<file path="src/rtl/pipeline_pkg.sv">
// Shared RV32I pipeline definitions: the canonical NOP, default reset vector
// and the fetch-stage state encoding.
package pipeline_pkg;

    localparam logic [31:0] NOP_INSTR        = 32'h0000_0013;
    localparam logic [31:0] RESET_PC_DEFAULT = 32'h0000_0000;

    typedef enum logic [1:0] {
        REQ  = 2'd0,
        SKID = 2'd1,
        DROP = 2'd2
    } fetch_state_t;

endpackage

</file>
<file path="src/rtl/fetch_stage.sv">
// Instruction fetch stage: one outstanding imem request, registered output to
// decode, one-entry skid for stalls, and squash/refetch on execute redirects.
module fetch_stage
    import pipeline_pkg::*;
#(
    parameter logic [31:0] RESET_PC = RESET_PC_DEFAULT
) (
    input  logic        i_clock,
    input  logic        i_nreset,
    input  logic        i_stall,
    input  logic        i_redirect,
    input  logic [31:0] i_redirect_pc,
    output logic        o_imem_req,
    output logic [31:0] o_imem_addr,
    input  logic        i_imem_ack,
    input  logic [31:0] i_imem_rdata,
    output logic [31:0] o_instr,
    output logic [31:0] o_instr_pc,
    output logic        o_instr_valid
);

    fetch_state_t r_state, w_state_next;
    logic [31:0]  r_pc, w_pc_next;
    logic [31:0]  r_drop_addr, w_drop_addr_next;
    logic [31:0]  r_skid_instr, w_skid_instr_next;
    logic [31:0]  r_skid_pc, w_skid_pc_next;
    logic [31:0]  r_instr, w_instr_next;
    logic [31:0]  r_instr_pc, w_instr_pc_next;
    logic         r_instr_valid, w_instr_valid_next;

    always_ff @(posedge i_clock or negedge i_nreset) begin
        if (!i_nreset) begin
            r_state       <= REQ;
            r_pc          <= RESET_PC;
            r_drop_addr   <= '0;
            r_skid_instr  <= NOP_INSTR;
            r_skid_pc     <= '0;
            r_instr       <= NOP_INSTR;
            r_instr_pc    <= '0;
            r_instr_valid <= 1'b0;
        end else begin
            r_state       <= w_state_next;
            r_pc          <= w_pc_next;
            r_drop_addr   <= w_drop_addr_next;
            r_skid_instr  <= w_skid_instr_next;
            r_skid_pc     <= w_skid_pc_next;
            r_instr       <= w_instr_next;
            r_instr_pc    <= w_instr_pc_next;
            r_instr_valid <= w_instr_valid_next;
        end
    end

    always_comb begin
        w_state_next       = r_state;
        w_pc_next          = r_pc;
        w_drop_addr_next   = r_drop_addr;
        w_skid_instr_next  = r_skid_instr;
        w_skid_pc_next     = r_skid_pc;
        w_instr_next       = r_instr;
        w_instr_pc_next    = r_instr_pc;
        w_instr_valid_next = r_instr_valid;

        if (i_redirect) begin
            w_pc_next          = i_redirect_pc & ~32'h3;
            w_instr_next       = NOP_INSTR;
            w_instr_valid_next = 1'b0;
            w_skid_instr_next  = NOP_INSTR;
            w_skid_pc_next     = '0;
            // A request still in flight must be drained; an ack this cycle retires it.
            case (r_state)
                REQ: begin
                    if (i_imem_ack) begin
                        w_state_next = REQ;
                    end else begin
                        w_state_next     = DROP;
                        w_drop_addr_next = r_pc;
                    end
                end
                SKID:    w_state_next = REQ;
                DROP:    w_state_next = i_imem_ack ? REQ : DROP;
                default: w_state_next = REQ;
            endcase
        end else begin
            case (r_state)
                REQ: begin
                    if (i_imem_ack) begin
                        w_pc_next = r_pc + 32'd4;
                        if (i_stall && r_instr_valid) begin
                            w_skid_instr_next = i_imem_rdata;
                            w_skid_pc_next    = r_pc;
                            w_state_next      = SKID;
                        end else begin
                            w_instr_next       = i_imem_rdata;
                            w_instr_pc_next    = r_pc;
                            w_instr_valid_next = 1'b1;
                        end
                    end else if (!i_stall) begin
                        w_instr_next       = NOP_INSTR;
                        w_instr_valid_next = 1'b0;
                    end
                end
                SKID: begin
                    if (!i_stall) begin
                        w_instr_next       = r_skid_instr;
                        w_instr_pc_next    = r_skid_pc;
                        w_instr_valid_next = 1'b1;
                        w_skid_instr_next  = NOP_INSTR;
                        w_skid_pc_next     = '0;
                        w_state_next       = REQ;
                    end
                end
                DROP: begin
                    if (i_imem_ack) begin
                        w_state_next = REQ;
                    end
                end
                default: w_state_next = REQ;
            endcase
        end
    end

    // Gated by reset so memory never sees a request while the pipeline is held.
    assign o_imem_req    = i_nreset && (r_state != SKID);
    assign o_imem_addr   = (r_state == DROP) ? r_drop_addr : r_pc;
    assign o_instr       = r_instr;
    assign o_instr_pc    = r_instr_pc;
    assign o_instr_valid = r_instr_valid;

endmodule

</file>
<file path="config.mk">
export PLATFORM = sky130hd
export DESIGN_NAME = fetch_stage
export DESIGN_NICKNAME = d
export VERILOG_FILES = /design/src/rtl/pipeline_pkg.sv /design/src/rtl/fetch_stage.sv
export SDC_FILE = /design/constraint.sdc
export NUM_CORES = 1
export LEC_CHECK = 0
export ABC_CLOCK_PERIOD_IN_PS = 2400
export BUFFER_PORTS_ARGS = -buffer_cell sky130_fd_sc_hd__buf_4
export CAP_MARGIN = 20
export CORE_UTILIZATION = 50
export CTS_BUF_LIST = sky130_fd_sc_hd__clkbuf_16
export DETAILED_ROUTE_END_ITERATION = 8
export PLACE_DENSITY = 0.73
export SYNTH_ARGS = -nofsm -noshare
export SYNTH_HDL_FRONTEND = slang
export SYNTH_SLANG_ARGS = --single-unit
</file>
<file path="constraint.sdc">
create_clock -name i_clock -period 2.4 [get_ports i_clock]
set_input_delay 0.6 -clock i_clock [delete_from_list [all_inputs] [get_ports i_clock]]
set_output_delay 0.6 -clock i_clock [all_outputs]
set_load 0.02 [all_outputs]
</file>
[Word level (Yosys, flattened, before mapping)]
Cells that the tools add are included.
Operators by class
  add/sub/neg operators: 1
  equality and inequality tests: 12
  mux-type cells: 37
  bitwise gates (word level): 2
  reduce and logical (&&, ||, !) cells: 14
Operators with widths (number)
  $mux 32: 19
  $pmux 32 s2: 4
  $add 32x3->32 const B: 1
  $mux 2: 7
  $ne 3x3->1 const B: 4
  $reduce_and 4->1: 3
  $ne 4x4->1 const B: 2
  $ne 2x2->1 const B: 3
  $pmux 2 s3: 1
  $reduce_bool 2->1: 3
  $mux 1: 5
  $reduce_and 5->1: 1
  $reduce_and 3->1: 1
  $reduce_bool 3->1: 1
  $eq 2x1->1 const B: 1
  $eq 2x2->1 const B: 1
  $logic_and 1x1->1: 2
  $logic_not 2->1: 1
  $ne 2x1->1 const B: 1
  $not 1->1: 2
  $pmux 1 s2: 1
  $reduce_and 2->1: 1
  $reduce_or 2->1: 1
Word-level totals
  register bits after elaboration: 195
  input bits: 69

[Longest topological paths before layout]
  word-level depth: 5
  depth in mapped cells: 8

[Worst setup path before layout]
OpenSTA, ideal clock, no wires.
  kind: in2reg
  from: input i_imem_ack
  to: register r_instr_pc[10], in the netlist o_instr_pc[10]
  arrival: 2.248 ns
  required time: 2.275 ns
  path slack: 0.027 ns
  cell stages on the path: 7
  path buffers: 3
  path through: buf_2 -> or3b_2 -> a21oi_2 -> o211a_1 -> buf_4 -> buf_6 -> mux2_2
On the way
  longest elaborated chain between the ends: 2
Ends and longest elaborated chain
  start: declaration: line fetch_stage.sv:15  | input logic i_imem_ack,
  $ne 2x2->1 (no source line)
  $reduce_and 5->1 (no source line)
  end signal: assignment: line fetch_stage.sv:48  | r_instr_pc <= w_instr_pc_next;
  end: declaration: line fetch_stage.sv:28  | logic [31:0] r_instr_pc, w_instr_pc_next;
Every way passes these cells.
A chain may end at the register's enable or synchronous reset.

[Worst setup path after layout]
  from: register r_state[1]
  to: output o_imem_addr[23]
On the way
  longest elaborated chain between the ends: 2
Ends and longest elaborated chain
  start: declaration: line fetch_stage.sv:22  | fetch_state_t r_state, w_state_next;
  start signal: assignment: line fetch_stage.sv:42  | r_state <= w_state_next;
  $eq 2x2->1: line fetch_stage.sv:124  | assign o_imem_addr = (r_state == DROP) ? r_drop_addr : r_pc;
  $mux 32: line fetch_stage.sv:124
  end: declaration: line fetch_stage.sv:14  | output logic [31:0] o_imem_addr,
Every way passes these cells.

==> flow_summary.yaml <==
cells_and_area:
  drive_gt1_share_pct: 35.3
  antenna_cells: 0
  area_growth_pct: 24.8
  final_util_pct: 64.4
  fillers: 1500
  final_area_sq_um: 11700
  nets: 1141
yosys:
  synth_edf_count: 0
  synthesis.area_sq_um: 9360
  syn_inst: 917
  ys_warn_count: 0
  ys_types: 50
  ys_seq_area_share_pct: 50.6
  ys_ff_latch: 189
  syn_avg_cell_area_sq_um: 10.2
  ys.flop_type: "dfrtp_1"
  synth-async-reset-ratio_pct: 100
setup_path:
  cp-start-kind: "register"
  end_kind: "output port"
  cpMaxStageDelayCell: "dfrtp_1"
  critPathMaxStageDelay_ns: 0.38
  cp_data_arrival_time_ns: 1.79
  path_class: "register to output port"
  cp_data_required_time_ns: 1.80
  cp_cell_sequence: "nor2b_4 -> buf_12 -> buf_16 -> o21ai_0 -> buf_4"
  ff2ff_setup_slack_ns: 0.16
  cp_max_fo: 17
grt:
  grt_max_degree: 145
  grt_pass1_wl_um: 37600
  antenna_found_initial: 0
  grt_overflow: 0
  grt_use_total_pct: 24.7
  grt_pass1_vias: 7127
power_and_ir_drop:
  p_int_mw: 6.29
  clkPwrFrac_pct: 32.6
  powerDensity_nw_per_um2: 761
  comb_power_share_pct: 23.2
  netSwitchingPower_mw: 2.61
  p_leak_nw: 5.48
  ir_drop_mv: 0.547
  pwr-share-seq_pct: 44.2
  sw_frac_of_total_pct: 29.3
  power.total_mw: 8.90
drt:
  ant_nets: 0
  vias: 7202
  wl_per_cell_um: 17.6
  wirelength_um: 23100
  drt_iter0_drc: 616
  avgViaCountPerCell: 5.49
  drcViolationCount: 15
  drt_pass1_iterations: 8
floorplanning:
  dieArea_sq_um: 19300
  die-width_um: 139
  start_util_pct: 51.6
  fp.dieH_um: 139
  ios: 167
  fp-row-count: 49
  coreArea_sq_um: 18100
hold_path:
  min_path_type: "input port to asynchronous set/reset pin"
cts:
  h-tree-depth: 4
  clock_sinks: 189
  cts_tree: "yes"
  clockBufferDepth: 2
  cts_buffers: 17
  holdBufCountCts: 0
  path_clk_slew_ns: 0.07
  insertion_delay_ns: 0.43
  root_buffer: "clkbuf_16"
sta:
  min_period_ns: 2.39
  setup_viol: 0
  worst_pin_slew_ns: 0.953
  max_slew_margin_pct: 36.4
  final_hold_viol_count: 0
  rsz0062_at_grt: "yes"
  finalSetupTns_ns: 0
  fin_crit_sh_pct: 99.5
  slew_viol_final: 0
  fmax_ghz: 0.419
  finClkSkew_ns: 0.00814
  fin_ws_ns: 0.0123
placed_design:
  place_ws_ns: -0.0592
  place_area_sq_um: 11000
  gp_congestion: 0.810
  place_hpwl_um: 14700
  numPortBuffers: 162
job:
  drv_cap: 0
outcome:
  status: "finished with violations"
  violations: "DRC"
[cells in the mapped netlist (6+ instances only)]
cell type / instances / area (sq um)
o31ai_1: 12 / 90.1
and3_1: 6 / 37.5
o21ai_0: 51 / 255
nand2_1: 146 / 548
dfrtp_1: 183 / 4580
buf_2: 12 / 60.1
nor3_1: 15 / 75.1
clkbuf_1: 48 / 180
or4_1: 12 / 90.1
nand3_1: 36 / 180
mux2_2: 118 / 1330
buf_6: 6 / 67.6
nand4_1: 12 / 75.1
a31oi_1: 18 / 113
nor2_1: 22 / 82.6
mux2i_1: 55 / 551
inv_1: 64 / 240
a21oi_1: 31 / 155
dfstp_2: 6 / 158
buf_1: 8 / 30.0
xnor2_1: 6 / 52.6
[stage by stage]
step	std cells	hold WS [ns]
2_1_floorplan	918	0.304
3_3_place_gp	1274	0.470
3_5_place_dp	1274	0.472
4_1_cts	1312	0.0155
5_1_grt	1313	0.0202
6_report	1313	0.0269
[state kept, by name, summed over array words and instances (netlist names)]
| signal | cells |
|---|---|
| r_pc | 30 |
| o_instr_valid | 1 |
| r_drop_addr | 30 |
| r_skid_pc | 31 |
| o_instr_pc | 31 |
| o_instr | 32 |
| r_state | 2 |
| r_skid_instr | 32 |
[cells by family after synthesis]
logic type / synth area share (%)
AND/OR/NAND/NOR: 13.9
buffers and inverters: 6.60
AO/OA/AOI/OAI: 7.60
XOR/XNOR: 1.03
multiplexers: 20.1
flip-flops: 50.6
other: 0.0401
adder cells (fa/ha/maj): 0.134
[critical path, delay by kind of cell, from the launching register on]
family | cells | cell delay [ns]
buffers and inverters | 3 | 0.51
DFF | 1 | 0.38
AOI/OAI and AO/OA | 1 | 0.34
and+or+nand+nor | 1 | 0.13
[repair_timing]
action	in CTS	in global routing
buffers inserted	4	0
setup endpoints to repair	25	22
resized for setup	4	6
pin swaps	0	1
cloned	2	1
[power groups by stage]
stage | clock network (mW) | logic, mW | registers, mW
2_1_floorplan | 0 | 1.01 | 4.12
3_3_place_gp | 0 | 1.98 | 3.96
3_5_place_dp | 0 | 2.02 | 3.98
4_1_cts | 2.96 | 2.07 | 3.93
5_1_grt | 3.07 | 2.22 | 3.99
6_report | 2.90 | 2.07 | 3.93
[path summary, 6_finish.rpt]
| check | cells past startpoint | from | endpoint |
|---|---|---|---|
| max | 5 | r_state[1]$_DFFE_PN0P_ | o_imem_addr[23] |
| max reg2reg | 6 | r_state[1]$_DFFE_PN0P_ | r_pc[31]$_DFFE_PN0P_ |
| min reg2reg | 1 | r_skid_pc[1]$_DFFE_PN0P_ | r_skid_pc[1]$_DFFE_PN0P_ |
| min | 1 | i_nreset | r_drop_addr[25]$_DFFE_PN0P_ |
| max in group asynchronous | 2 | i_nreset | r_state[0]$_DFFE_PN0P_ |
| min in group i_clock | 3 | i_redirect_pc[6] | r_pc[6]$_DFFE_PN0P_ |
[layout make-up]
class / instances / area [sq um] / area share [%]
inverter: 64 / 240 / 2.06
multi-input combinational: 586 / 4080 / 34.9
clock buffer: 17 / 425 / 3.64
clock inverter: 15 / 173 / 1.48
sequential: 189 / 4740 / 40.5
timing repair buffer: 213 / 1740 / 14.9
tap: 229 / 287 / 2.45
[cell usage in the layout, fill, tap and decap left out, drive strengths merged, types with 4 or more instances in the layout]
cell	count
a21oi	32
dfstp	6
and3	6
nand3	36
mux2i	55
inv	69
or3	4
nor2	23
dfrtp	183
buf	212
xnor2	6
or4	12
nand4	12
xor2	5
mux2	118
nor3	15
clkbuf	18
o21ai	51
o31ai	12
nor4	4
and2	4
a31oi	18
clkinv	4
nand2	146
[layer usage]
layer	vias to the layer above	GRT usage, %	share of wire (%)
li1	3441	-	-
met1	3559	33.2	45
met2	176	40.0	49
met3	26	5.08	5.2
met4	0	8.36	1.5
met5	-	0	0
Note: power is estimated with default switching activity, not from simulation.
